===== src/rtl/fetch_if.sv =====
// Fetch-stage bus: memory address/data, decode handshake, redirect and status.
interface fetch_if;
    logic       start;
    logic [7:0] mem_addr;
    logic [7:0] mem_data;
    logic [7:0] instr;
    logic [7:0] instr_pc;
    logic       instr_valid;
    logic       instr_ready;
    logic       redirect;
    logic [7:0] redirect_addr;
    logic       halted;

    modport master (
        input  start,
        output mem_addr,
        input  mem_data,
        output instr,
        output instr_pc,
        output instr_valid,
        input  instr_ready,
        input  redirect,
        input  redirect_addr,
        output halted
    );

    modport slave (
        output start,
        input  mem_addr,
        output mem_data,
        input  instr,
        input  instr_pc,
        input  instr_valid,
        output instr_ready,
        output redirect,
        output redirect_addr,
        input  halted
    );
endinterface


===== src/rtl/fetch_unit.sv =====
// Instruction fetch stage: owns the PC, captures memory bytes into a 2-entry
// prefetch FIFO and hands them to decode; supports redirect/flush and halt.
module fetch_unit #(
    parameter logic [7:0] START_ADDR  = 8'h00,
    parameter logic [7:0] HALT_OPCODE = 8'hFF,
    parameter bit         HALT_ENABLE = 1'b1
) (
    input  logic    clk,
    input  logic    reset,
    fetch_if.master bus
);

    localparam int unsigned AW    = 8;
    localparam int unsigned DW    = 8;
    localparam int unsigned DEPTH = 2;
    localparam int unsigned CW    = 2;

    typedef enum logic [1:0] {
        IDLE  = 2'd0,
        FETCH = 2'd1,
        HALT  = 2'd2
    } state_e;

    state_e          state_q, state_d;
    logic [AW-1:0]   pc_q, pc_d;
    logic [CW-1:0]   count_q, count_d;
    logic [DW-1:0]   data_q [DEPTH];
    logic [DW-1:0]   data_d [DEPTH];
    logic [AW-1:0]   bpc_q  [DEPTH];
    logic [AW-1:0]   bpc_d  [DEPTH];
    logic            valid_q, valid_d;
    logic            halted_q, halted_d;

    logic            pop_c;
    logic            push_c;
    logic            wr_idx_c;

    assign pop_c  = valid_q & bus.instr_ready;
    assign push_c = (state_q == FETCH) && ((count_q < CW'(DEPTH)) || pop_c);
    // Tail slot after this cycle's pop has been applied
    assign wr_idx_c = (count_q == CW'(2)) || ((count_q == CW'(1)) && !pop_c);

    // Next-state, PC and FIFO update
    always_comb begin
        state_d  = state_q;
        pc_d     = pc_q;
        count_d  = count_q;
        data_d   = data_q;
        bpc_d    = bpc_q;

        if (bus.redirect && (state_q != IDLE)) begin
            // Flush: entries keep their contents so head outputs hold
            state_d = FETCH;
            pc_d    = bus.redirect_addr;
            count_d = '0;
        end else begin
            if ((state_q == IDLE) && bus.start) begin
                state_d = FETCH;
                pc_d    = START_ADDR;
            end

            // Shift only when a second entry exists, so an emptied FIFO
            // still presents the byte that was popped last
            if (pop_c && (count_q == CW'(2))) begin
                data_d[0] = data_q[1];
                bpc_d[0]  = bpc_q[1];
            end

            if (push_c) begin
                data_d[wr_idx_c] = bus.mem_data;
                bpc_d[wr_idx_c]  = pc_q;
                pc_d             = AW'(pc_q + AW'(1));
                if (HALT_ENABLE && (bus.mem_data == HALT_OPCODE)) begin
                    state_d = HALT;
                end
            end

            count_d = CW'(count_q - CW'(pop_c) + CW'(push_c));
        end

        valid_d  = (count_d != '0);
        halted_d = (state_d == HALT);
    end

    always_ff @(posedge clk) begin
        if (reset) begin
            state_q  <= IDLE;
            pc_q     <= START_ADDR;
            count_q  <= '0;
            valid_q  <= 1'b0;
            halted_q <= 1'b0;
            for (int i = 0; i < DEPTH; i++) begin
                data_q[i] <= '0;
                bpc_q[i]  <= '0;
            end
        end else begin
            state_q  <= state_d;
            pc_q     <= pc_d;
            count_q  <= count_d;
            valid_q  <= valid_d;
            halted_q <= halted_d;
            for (int i = 0; i < DEPTH; i++) begin
                data_q[i] <= data_d[i];
                bpc_q[i]  <= bpc_d[i];
            end
        end
    end

    assign bus.mem_addr    = pc_q;
    assign bus.instr       = data_q[0];
    assign bus.instr_pc    = bpc_q[0];
    assign bus.instr_valid = valid_q;
    assign bus.halted      = halted_q;

endmodule


===== src/flat_wrapper.sv =====
// flat-port wrapper written by rule: the top's interface ports become plain ports
module fetch_unit_flat 
#(
    parameter logic [7:0] START_ADDR  = 8'h00,
    parameter logic [7:0] HALT_OPCODE = 8'hFF,
    parameter bit         HALT_ENABLE = 1'b1
)
  (clk, reset, bus_start, bus_mem_addr, bus_mem_data, bus_instr, bus_instr_pc, bus_instr_valid, bus_instr_ready, bus_redirect, bus_redirect_addr, bus_halted);
  fetch_if bus_i ();
  input  logic clk;
  input  logic reset;
  input wire logic [$bits(bus_i.start)-1:0] bus_start;
  output wire logic [$bits(bus_i.mem_addr)-1:0] bus_mem_addr;
  input wire logic [$bits(bus_i.mem_data)-1:0] bus_mem_data;
  output wire logic [$bits(bus_i.instr)-1:0] bus_instr;
  output wire logic [$bits(bus_i.instr_pc)-1:0] bus_instr_pc;
  output wire logic [$bits(bus_i.instr_valid)-1:0] bus_instr_valid;
  input wire logic [$bits(bus_i.instr_ready)-1:0] bus_instr_ready;
  input wire logic [$bits(bus_i.redirect)-1:0] bus_redirect;
  input wire logic [$bits(bus_i.redirect_addr)-1:0] bus_redirect_addr;
  output wire logic [$bits(bus_i.halted)-1:0] bus_halted;
  assign bus_i.start = bus_start;
  assign bus_mem_addr = bus_i.mem_addr;
  assign bus_i.mem_data = bus_mem_data;
  assign bus_instr = bus_i.instr;
  assign bus_instr_pc = bus_i.instr_pc;
  assign bus_instr_valid = bus_i.instr_valid;
  assign bus_i.instr_ready = bus_instr_ready;
  assign bus_i.redirect = bus_redirect;
  assign bus_i.redirect_addr = bus_redirect_addr;
  assign bus_halted = bus_i.halted;
  fetch_unit #(.START_ADDR(START_ADDR), .HALT_OPCODE(HALT_OPCODE), .HALT_ENABLE(HALT_ENABLE)) u_core (.clk(clk), .reset(reset), .bus(bus_i));
endmodule

===== config.mk =====
export PLATFORM = sky130hd
export DESIGN_NAME = fetch_unit_flat
export DESIGN_NICKNAME = d
export VERILOG_FILES = /design/src/rtl/fetch_if.sv /design/src/rtl/fetch_unit.sv /design/src/flat_wrapper.sv
export SDC_FILE = /design/constraint.sdc
export NUM_CORES = 1
export LEC_CHECK = 0
export BUFFER_PORTS_ARGS = -buffer_cell sky130_fd_sc_hd__buf_2
export CORE_MARGIN = 8
export CORE_UTILIZATION = 30
export DETAILED_ROUTE_END_ITERATION = 7
export PLACE_DENSITY_LB_ADDON = 0.05
export SLEW_MARGIN = 20
export SYNTH_ARGS = -nofsm -noshare
export SYNTH_HDL_FRONTEND = slang
export SYNTH_SLANG_ARGS = --single-unit

===== constraint.sdc =====
create_clock -name clk -period 5.1 [get_ports clk]
set_clock_uncertainty 0.05 [all_clocks]
set_input_delay 0.255 -clock clk [delete_from_list [all_inputs] [get_ports clk]]
set_output_delay 0.255 -clock clk [all_outputs]
set_load 0.02 [all_outputs]

## Word level (Yosys, flattened, before mapping)

Cells that the tools add are included.

- Register bits after elaboration: 46
- Bits of input ports: 21
- Output and inout bits: 26
- Word-level logic and storage cells: 55

- $add $sub $neg: 3
- $lt $le $gt $ge: 3
- Equal/unequal tests: 5
- Multiplexer cells: 18
- Bitwise gates (word level): 3
- Reductions and logical operators: 14

Operator list:

| cell | number |
|---|---|
| $mux W8 | 8 |
| $bwmux W16 | 2 |
| $mux W16 | 2 |
| $mux W2 | 5 |
| $add A8 B1 Y8 const B | 1 |
| $demux W8 S1 | 1 |
| $eq A8 B8 Y1 const B | 1 |
| $logic_and A1 B1 Y1 | 6 |
| $eq A2 B1 Y1 const B | 2 |
| $eq A2 B2 Y1 const B | 2 |
| $reduce_bool A2 Y1 | 2 |
| $reduce_bool A3 Y1 | 1 |
| $add A2 B1 Y2 | 1 |
| $ge A2 B2 Y1 const B | 1 |
| $logic_not A2 Y1 | 1 |
| $logic_or A1 B1 Y1 | 2 |
| $lt A2 B1 Y1 const B | 1 |
| $lt A2 B2 Y1 const B | 1 |
| $not A1 Y2 | 1 |
| $reduce_and A2 Y1 | 1 |
| $sub A2 B1 Y2 | 1 |
| $and A1 B1 Y1 | 1 |
| $logic_not A1 Y1 | 1 |
| $not A1 Y1 | 1 |

## Logic depth before layout (Yosys ltp)

Gate-level depths: netlist of the first run.

- Word-level depth: 11
- Depth in mapped cells: 8
- Mapped depth without buffers: 8

## Worst setup path after synthesis of the first run

No wires, ideal clock.

- Path type: flip-flop to flip-flop
- From: register u_core.valid_q, in the netlist u_core.bus.instr_valid
- To: register u_core.valid_q, in the netlist u_core.bus.instr_valid
- Library setup time: 0.126 ns
- Data arrival time: 1.514 ns
- Data required time: 4.924 ns
- Setup slack: 3.410 ns
- Cell stages (with the launch flop): 9
- Path buffers: 0
- Period minus slack after synthesis: 1.690 ns
- Path through: dfxtp_1 > nand2_1 > inv_2 > ha_1 > inv_1 > ha_1 > xor2_1 > xnor2_1 > a21boi_0

- Word-level cells in the longest chain between the ends: 6
- Elaborated cells on any way between the ends: 7
- Those cells by class: 2 x add/sub; 1 x mux; 1 x bitwise; 3 x reduce/logical

RTL lines:

| element | line | RTL |
|---|---|---|
| start, declared | fetch_unit.sv:31 | `logic valid_q, valid_d;` |
| start signal, assigned | fetch_unit.sv:100 | `valid_q <= valid_d;` |
| $and A1 B1 Y1 * | fetch_unit.sv:38 | `assign pop_c = valid_q & bus.instr_ready;` |
| branches (longest 2 deep; another with $sub A2 B1 Y2) | - |  |
| $add A2 B1 Y2 * | fetch_unit.sv:78 | `count_d = CW'(count_q - CW'(pop_c) + CW'(push_c));` |
| $mux W2 * | fetch_unit.sv:51 | `if (bus.redirect && (state_q != IDLE)) begin` |
| $reduce_bool A2 Y1 * | fetch_unit.sv:81 | `valid_d = (count_d != '0);` |

Every way passes the cells marked *.
A chain may end at the register's enable or synchronous reset.

## Final worst setup path of the first run

- From: register u_core.state_q[1]
- To: register u_core.pc_q[2], in the netlist u_core.bus.mem_addr[2]

- Word-level cells in the longest chain between the ends: 4
- Elaborated cells on any way between the ends: 9
- Those cells by class: 1 x eq/ne; 2 x mux; 6 x reduce/logical

RTL lines:

| element | line | RTL |
|---|---|---|
| start, declared | fetch_unit.sv:24 | `state_e state_q, state_d;` |
| start signal, assigned | fetch_unit.sv:97 | `state_q <= state_d;` |
| $eq A2 B1 Y1 | fetch_unit.sv:39 | `assign push_c = (state_q == FETCH) && ((count_q < CW'(DEPTH)) \|\| pop_c);` |
| $logic_and A1 B1 Y1 | fetch_unit.sv:39 |  |
| $mux W8 | fetch_unit.sv:69 | `if (push_c) begin` |
| $mux W8 | fetch_unit.sv:51 |  |
| end signal, assigned | fetch_unit.sv:98 | `pc_q <= pc_d;` |
| end, declared | fetch_unit.sv:25 | `logic [AW-1:0] pc_q, pc_d;` |

Several ways; a longest one is shown, not always the timed one.

==> flow_metrics.py, run 1 <==
metrics = {
    "floorplan": {
        "rows": 33,
        "start_util": 0.306,
        "die_h_um": 107,
        "core_area_mm2": 0.00813,
        "die_w_um": 107,
        "io_pins": 47,
        "die_area_mm2": 0.0115,
    },
    "place": {
        "io_buffers": 46,
        "pre_cts_ws_ns": 3.01,
        "place_congestion": 0.763,
        "dp_hpwl_um": 4740,
    },
    "route": {
        "finalWirelength_um": 7280,
        "drt_iter0_markers": 112,
        "via_per_inst": 5.29,
        "ant_nets": 0,
        "wl_per_cell_um": 17.7,
        "drc": 0,
        "via_count": 2175,
        "dr.pass1.iters": 4,
    },
    "min_path": {
        "min_to": "u_core.bus.mem_addr[6]",
        "hold_class": "input pin to register",
        "hold_depth": 2,
        "min-delay-start": "bus_redirect_addr[6]",
    },
    "yosys": {
        "avgSynthCellArea_um2": 8.56,
        "netlist.top_cell.by_area": "dfxtp_1",
        "yosysTopAreaCellShare": 0.369,
        "async_flop_share": 0,
        "synth_area_leaders": "dfxtp_1 (37%), a21oi_1 (7.4%), nand3_1 (7.4%)",
        "synth_edf_count": 0,
        "syn_inst": 291,
        "ys_seq_area_frac": 0.369,
        "synth_cell_types": 56,
        "synth_fp_nets": 315,
        "synth-main-ff-cell": "dfxtp_1",
        "yosysWarningCount": 0,
        "ys_ff_latch": 46,
        "syn-cell-area_mm2": 0.00249,
    },
    "worst_setup_path": {
        "rr_endpoint": "u_core.bus.mem_addr[2]",
        "critPathArrivalTime_ns": 2.15,
        "cp_max_fo": 26,
        "r2r_slack_ns": 3.05,
        "critical_path_required_ns": 5.20,
        "critPathLaunchType": "register",
        "rr_worst_depth": 4,
        "reg2reg_from": "u_core.state_q[1]",
        "crit_path_end_kind": "register",
        "crit_type": "register to register",
    },
    "cts": {
        "cts_tree": "yes",
        "htree_levels": 2,
        "cts_resized": 0,
        "cts_buffer_depth": 2,
        "cts_num_sinks": 46,
        "numCtsBuffers": 5,
        "root_buffer": "clkbuf_8",
        "cts_setup_buffers": 0,
        "insertion_delay_ns": 0.30,
        "path_clk_slew_ns": 0.09,
        "holdBufCountCts": 0,
    },
    "global_routing": {
        "grt_start_max_net_pins": 49,
        "grt_pass1_vias": 2155,
        "grt.overflow.total": 0,
        "grt_use_total": 0.129,
        "antenna_found_initial": 0,
        "grt_pass1_wl_um": 11800,
    },
    "timing": {
        "worstMarginPinSlew_ns": 0.958,
        "final-setup-viol-count": 0,
        "fin_setup_tns_ns": 0,
        "drv_slew": 0,
        "fin_crit_ns": 2.05,
        "hold_violations": 0,
        "fmax_ghz": 0.488,
        "relSlewSlack": 0.361,
        "setup_ws_ns": 3.05,
        "finalCritPeriodShare": 0.402,
        "rsz0062_at_grt": "false",
    },
    "final_layout": {
        "fin_nets": 329,
        "antenna_cells": 0,
        "drive_above_1_share": 0.222,
        "fillers": 900,
        "syn_to_final_growth_pct": 7.58,
    },
    "pwr": {
        "powerDensity_mw_per_mm2": 349,
        "p_leak_nw": 0.993,
        "ir_drop_uv": 116,
    },
    "status": {
        "outcome": "completed",
    },
    "flow_run": {
        "cap_viol_max_count": 0,
    },
}
cell families (layout without fill, tap and decap cells):
family,after synthesis,after routing,synth area share
buffers and inverters,46,61,0.116
adder cells (fa/ha/maj),3,3,0.0151
XOR/XNOR,2,2,0.00703
AO/OA/AOI/OAI,97,97,0.279
AND/OR/NAND/NOR,97,97,0.213
flip-flops,46,46,0.369
metal layers:
| layer | GRT usage | share of wire | vias to the layer above |
|---|---|---|---|
| li1 | - | - | 1086 |
| met1 | 0.178 | 0.49 | 1041 |
| met2 | 0.197 | 0.46 | 44 |
| met3 | 0.0318 | 0.046 | 4 |
| met4 | 0.0271 | 0.0067 | 0 |
| met5 | 0 | 0 | - |
worst max path at each step:
stage | from | endpoint | slack [ns]
floorplan | u_core.bus.instr_valid | u_core.bus.instr_valid | 3.41
global placement | u_core.state_q[1] | u_core.bus.mem_addr[2] | 2.98
detailed placement | u_core.state_q[1] | u_core.bus.mem_addr[2] | 3.01
CTS | u_core.state_q[1] | u_core.bus.mem_addr[2] | 3.01
global route | u_core.state_q[1] | u_core.bus.mem_addr[2] | 2.89
finish | u_core.state_q[1] | u_core.bus.mem_addr[2] | 3.05
critical path: stages, from the launching register on:
cell and delay (ns):
dfxtp_1 0.57, o21a_1 0.81, a21oi_1 0.15, a32oi_1 0.24, a21oi_1 0.09
per-stage QoR:
stage	cell area, um^2	utilization	total power (W)	std cells	hold slack [ns]
floorplan	2490	-	0.000646	291	0.338
global placement	2590	0.319	0.000719	403	0.414
detailed placement	2590	0.319	0.000716	403	0.418
CTS	2680	0.330	0.000951	411	0.118
global route	2680	0.330	0.000999	411	0.133
finish	2680	0.330	0.000935	411	0.125
report_power, final:
| group | switching [W] | total (W) | internal, W |
|---|---|---|---|
| logic | 0.000194 | 0.000281 | 0.0000870 |
| registers | 0.0000360 | 0.000424 | 0.000388 |
| clock network | 0.000133 | 0.000230 | 0.0000972 |
| total | 0.000363 | 0.000935 | 0.000572 |
layout by cell type, fill, tap and decap left out, types with 2 or more instances in the layout:
cell type  netlist  final
nor4_1           2      2
inv_1            5      5
nand2b_1         4      4
ha_1             3      3
nand4_1          5      5
a21oi_1         37     37
nor3_1           4      4
o2111ai_1        2      2
a221o_1         18     18
o21ai_1         12     12
nand2_1         22     22
dfxtp_1         46     46
buf_2            8     46
o21ai_0          8      8
nand3b_1         2      2
nand3_1         37     37
nor2_1           8      8
o21a_1           3      3
o21ai_2          2      2
a32oi_1          2      2
clkbuf_8         0      5
synth_stat cells, drive strengths merged (2+ instances only):
| cell type | n |
|---|---|
| o21a | 3 |
| nand2 | 22 |
| a221o | 18 |
| nand2b | 5 |
| nand3b | 2 |
| buf | 31 |
| a21oi | 37 |
| o21ai | 22 |
| nor3 | 5 |
| or3 | 2 |
| clkbuf | 9 |
| a21boi | 2 |
| dfxtp | 46 |
| ha | 3 |
| a32oi | 2 |
| nand4 | 5 |
| o2111ai | 2 |
| nor2 | 8 |
| inv | 6 |
| nand3 | 37 |
| nor4 | 2 |
layout make-up:
| cell class | instances | area [um^2] | area share |
|---|---|---|---|
| repair buffers | 47 | 238 | 0.0887 |
| multi-input cells | 199 | 1280 | 0.478 |
| inverters | 6 | 22.5 | 0.00840 |
| clock inverters | 2 | 13.8 | 0.00513 |
| flip-flops and latches | 46 | 921 | 0.343 |
| clock buffers | 6 | 72.6 | 0.0271 |
| well taps | 105 | 131 | 0.0490 |
Note: power is estimated with default switching activity, not from simulation.
==> run 2, diff against run 1 <==
==> constraint.sdc (replaced) <==
create_clock -name clk -period 1.8 [get_ports clk]
set_clock_uncertainty 0.05 [all_clocks]
set_input_delay 0.09 -clock clk [delete_from_list [all_inputs] [get_ports clk]]
set_output_delay 0.09 -clock clk [all_outputs]
set_load 0.02 [all_outputs]
==> flow_metrics.py, run 2 (synthesis results as in run 1) <==
metrics = {
    "route": {
        "drc": 0,
        "wl_per_cell_um": 16.6,
        "via_per_inst": 5.16,
        "finalWirelength_um": 7320,
        "ant_nets": 0,
        "dr.pass1.iters": 4,
        "via_count": 2269,
        "drt_iter0_markers": 116,
    },
    "worst_setup_path": {
        "cp_max_fo": 4,
        "critPathLaunchType": "register",
        "slowest_delay_ns": 0.40,
        "cp_common_cell": "ha_1",
        "crit_type": "register to register",
        "crit_path_end_kind": "register",
        "critPathBufInv": 2,
        "r2r_slack_ns": 0.19,
        "rr_worst_depth": 8,
        "cp_slowest_cell": "dfxtp_1",
        "critical_path_required_ns": 1.93,
        "crit_chain": "nand2_1 > inv_2 > ha_1 > inv_1 > ha_1 > xor2_1 > xnor2_1 > a21boi_0",
        "path_delay_family": "flip-flops",
        "reg2reg_from": "u_core.bus.instr_valid",
        "critPathArrivalTime_ns": 1.75,
        "rr_endpoint": "u_core.bus.instr_valid",
    },
    "pwr": {
        "p_comb_frac": 0.331,
        "p_int_w": 0.00187,
        "clkPwrFrac": 0.269,
        "p_switching_w": 0.00104,
        "sequentialPowerShare": 0.400,
        "p_leak_nw": 1.14,
        "p_sw_frac": 0.357,
        "powerDensity_mw_per_mm2": 984,
        "ir_drop_uv": 806,
    },
    "timing": {
        "rsz0062_at_grt": "false",
        "fin_crit_ns": 1.61,
        "relSlewSlack": 0.662,
        "final-setup-viol-count": 0,
        "worstMarginPinSlew_ns": 0.506,
        "fin_setup_tns_ns": 0,
        "setup_ws_ns": 0.187,
        "fmax_ghz": 0.620,
        "drv_slew": 0,
        "holdWs_ns": 0.0118,
        "finalCritPeriodShare": 0.896,
        "hold_violations": 0,
    },
    "min_path": {
        "min_to": "u_core.bus.instr[2]",
        "hold_depth": 2,
        "min-delay-start": "bus_mem_data[2]",
        "hold_class": "input pin to register",
    },
    "place": {
        "place_congestion": 0.748,
        "dp_hpwl_um": 5240,
        "io_buffers": 46,
        "pre_cts_ws_ns": 0.163,
    },
    "floorplan": {
        "io_pins": 47,
        "start_util": 0.306,
        "die_w_um": 107,
        "die_area_mm2": 0.0115,
        "die_h_um": 107,
        "core_area_mm2": 0.00813,
        "rows": 33,
    },
    "cts": {
        "path_clk_slew_ns": 0.08,
        "cts_setup_buffers": 0,
        "insertion_delay_ns": 0.30,
        "numCtsBuffers": 5,
        "cts_tree": "yes",
        "htree_levels": 2,
        "root_buffer": "clkbuf_8",
        "cts_buffer_depth": 2,
        "cts_num_sinks": 46,
    },
    "final_layout": {
        "syn_to_final_growth_pct": 18.7,
        "antenna_cells": 0,
        "fillers": 864,
        "final_cell_mix": "dfxtp_1 (46), buf_2 (46), nand3_1 (37), a21oi_1 (37), nand2_1 (22)",
        "fin_nets": 358,
        "drive_above_1_share": 0.266,
    },
    "global_routing": {
        "grt_use_total": 0.131,
        "grt_start_max_net_pins": 28,
        "antenna_found_initial": 0,
        "grt_pass1_wl_um": 12100,
        "grt.overflow.total": 0,
        "grt_pass1_vias": 2365,
    },
    "status": {
        "outcome": "completed",
    },
    "flow_run": {
        "cap_viol_max_count": 0,
    },
}
run 2: changes by cell type in the layout (fill, tap and decap cells not counted), sizes merged:
cell	change
dlygate4sd3	+9
bufinv	+1
buf	+20
clkinv	-2
clkinvlp	+1
run 2: timing repair:
action / CTS / global route
resized for setup: 0 / 1
endpoints found under the setup margin: 0 / 5
endpoints found under the hold margin: 10 / 0
hold buffers: 9 / 0
run 2: power groups by stage:
stage / Sequential, W / Clock, W / Combinational, W
finish: 0.00116 / 0.000783 / 0.000964
global route: 0.00118 / 0.000834 / 0.00107
CTS: 0.00116 / 0.000823 / 0.000980
detailed placement: 0.00119 / 0 / 0.000961
global placement: 0.00119 / 0 / 0.000964
floorplan: 0.00121 / 0 / 0.000618
run 2: worst max path at each step:
stage,start,to,cells past startpoint
after floorplan,u_core.bus.instr_valid,u_core.bus.instr_valid,8
after CTS,u_core.count_q[1],u_core.bus.instr_pc[7],5
final,u_core.bus.instr_valid,u_core.bus.instr_valid,8
after global placement,u_core.bus.instr_valid,u_core.bus.mem_addr[5],5
after global routing,u_core.bus.instr_valid,u_core.bus.instr_valid,8
after detailed placement,u_core.bus.instr_valid,u_core.bus.mem_addr[3],5
run 2: worst reg2reg max path, delay by kind of cell (launching register included):
| family | cells | cell delay [ns] |
|---|---|---|
| compound gates | 1 | 0.11 |
| xor+xnor | 2 | 0.33 |
| fa+ha+maj | 2 | 0.37 |
| buf+inv | 2 | 0.15 |
| flops | 1 | 0.40 |
| simple gates | 1 | 0.10 |
run 2: stage by stage:
step | utilization | instances | area (um^2) | power, W
6_report | 0.364 | 440 | 2960 | 0.00291
5_1_grt | 0.364 | 440 | 2960 | 0.00309
4_1_cts | 0.364 | 440 | 2960 | 0.00297
3_5_place_dp | 0.339 | 423 | 2760 | 0.00215
3_3_place_gp | 0.339 | 423 | 2760 | 0.00215
2_1_floorplan | - | 291 | 2490 | 0.00183
run 2: per-layer routing:
layer | track usage | part of all wire | up-vias
li1 | - | - | 1143
met1 | 0.162 | 0.47 | 1090
met2 | 0.224 | 0.49 | 34
met3 | 0.0282 | 0.035 | 2
met4 | 0.0342 | 0.0042 | 0
met5 | 0 | 0 | -
run 2: area by class of cell:
cell class / instances / area [um^2] / share of cell area
Multi-Input combinational cell: 199 / 1280 / 0.434
Sequential cell: 46 / 921 / 0.311
Timing Repair Buffer: 76 / 490 / 0.166
Tap cell: 105 / 131 / 0.0444
Clock buffer: 6 / 72.6 / 0.0245
Clock inverter: 2 / 37.5 / 0.0127
Inverter: 6 / 22.5 / 0.00761
==> run 3, diff against run 2 <==
--- a/config.mk
+++ b/config.mk
@@ -9,6 +9,7 @@
 export CORE_MARGIN = 8
 export CORE_UTILIZATION = 30
 export DETAILED_ROUTE_END_ITERATION = 7
+export MAX_ROUTING_LAYER = met4
 export PLACE_DENSITY_LB_ADDON = 0.05
 export SLEW_MARGIN = 20
 export SYNTH_ARGS = -nofsm -noshare
==> flow_metrics.py, run 3 (synthesis results as in run 1) <==
metrics = {
    "status": {
        "outcome": "completed",
    },
    "timing": {
        "relSlewSlack": 0.670,
        "fin_setup_tns_ns": 0,
        "finalCritPeriodShare": 0.896,
        "fin_crit_ns": 1.61,
        "final-setup-viol-count": 0,
        "fmax_ghz": 0.620,
        "drv_slew": 0,
        "rsz0062_at_grt": "false",
        "holdWs_ns": 0.0130,
        "worstMarginPinSlew_ns": 0.494,
        "hold_violations": 0,
    },
    "final_layout": {
        "regArea_um2": 921,
        "final_cell_mix": "dfxtp_1 (46), buf_2 (46), nand3_1 (37), a21oi_1 (37), nand2_1 (22)",
        "instances_no_fill": 440,
        "stdcell_area_mm2": 0.00296,
        "fillers": 864,
        "antenna_cells": 0,
        "multi_input_area_mm2": 0.00128,
        "syn_to_final_growth_pct": 18.7,
        "fin_nets": 358,
        "drive_above_1_share": 0.266,
    },
    "worst_setup_path": {
        "crit_chain": "nand2_1 > inv_2 > ha_1 > inv_1 > ha_1 > xor2_1 > xnor2_1 > a21boi_0",
        "path_delay_family": "flip-flops",
        "crit_path_end_kind": "register",
        "slowest_delay_ns": 0.40,
        "cp_common_cell": "ha_1",
        "critical_path_required_ns": 1.93,
        "crit_type": "register to register",
        "critPathArrivalTime_ns": 1.75,
        "cp_slowest_cell": "dfxtp_1",
        "cp_max_fo": 4,
        "critPathBufInv": 2,
        "critPathLaunchType": "register",
    },
    "route": {
        "ant_nets": 0,
        "wl_per_cell_um": 16.8,
        "drc": 0,
        "via_per_inst": 5.16,
        "dr.pass1.iters": 4,
        "finalWirelength_um": 7370,
        "drt_iter0_markers": 102,
        "via_count": 2269,
    },
    "cts": {
        "cts_buffer_depth": 2,
        "cts_tree": "yes",
        "path_clk_slew_ns": 0.08,
        "htree_levels": 2,
        "numCtsBuffers": 5,
        "insertion_delay_ns": 0.30,
        "root_buffer": "clkbuf_8",
        "cts_num_sinks": 46,
        "cts_setup_buffers": 0,
    },
    "floorplan": {
        "rows": 33,
        "core_area_mm2": 0.00813,
        "die_h_um": 107,
        "io_pins": 47,
        "die_w_um": 107,
        "die_area_mm2": 0.0115,
        "start_util": 0.306,
    },
    "global_routing": {
        "grt_pass1_wl_um": 12100,
        "grt.overflow.total": 0,
        "grt_pass1_vias": 2363,
        "antenna_found_initial": 0,
        "grt_start_max_net_pins": 28,
        "grt_use_total": 0.135,
    },
    "place": {
        "dpl.cell_count": 423,
        "dp_hpwl_um": 5240,
        "io_buffers": 46,
        "placed_cell_area_mm2": 0.00276,
        "place_congestion": 0.758,
    },
    "pwr": {
        "p_leak_nw": 1.14,
        "ir_drop_uv": 814,
        "powerDensity_mw_per_mm2": 984,
    },
    "min_path": {
        "hold_class": "input pin to register",
    },
    "flow_run": {
        "cap_viol_max_count": 0,
    },
}
run 3: cell counts in the layout (fill, tap and decap cells not counted):
No cell type changed its count.
run 3: worst paths after layout:
| kind | startpoint | endpoint | slack (ns) | depth (start not counted) |
|---|---|---|---|---|
| min reg2reg | register | register | 0.44 | 2 |
| max reg2reg | u_core.bus.instr_valid | u_core.bus.instr_valid | 0.19 | 8 |
| min | bus_mem_data[2] | u_core.bus.instr[2] | 0.01 | 2 |
| max | u_core.bus.instr_valid | u_core.bus.instr_valid | 0.19 | 8 |
run 3: repair_timing:
action | CTS | global route
endpoints found under the setup margin | 0 | 5
endpoints found under the hold margin | 10 | 0
gates resized for setup | 0 | 1
hold buffers | 9 | 0
run 3: stage by stage:
step | util | setup slack [ns] | total power [W]
after detailed placement | 0.339 | 0.163 | 0.00215
after global routing | 0.364 | 0.0265 | 0.00309
after CTS | 0.364 | 0.149 | 0.00297
final | 0.364 | 0.187 | 0.00291
after global placement | 0.339 | 0.177 | 0.00215
after floorplan | - | 0.110 | 0.00183
run 3: power breakdown:
group          leakage (nW)  switching, W  internal, W
Sequential            0.373     0.0000656      0.00110
Combinational         0.716      0.000608     0.000358
Clock                0.0514      0.000367     0.000415
run 3: routing by layer:
metal / part of all wire / global-route usage
met2: 0.49 / 0.224
met5: 0 / -
met4: 0.0069 / 0.0342
met3: 0.032 / 0.0252
met1: 0.47 / 0.163
run 3: final cells by class:
type	count	area share
clock buffer	6	0.0245
multi-input combinational	199	0.434
clock inverter	2	0.0127
tap	105	0.0444
timing repair buffer	76	0.166
sequential	46	0.311
inverter	6	0.00761
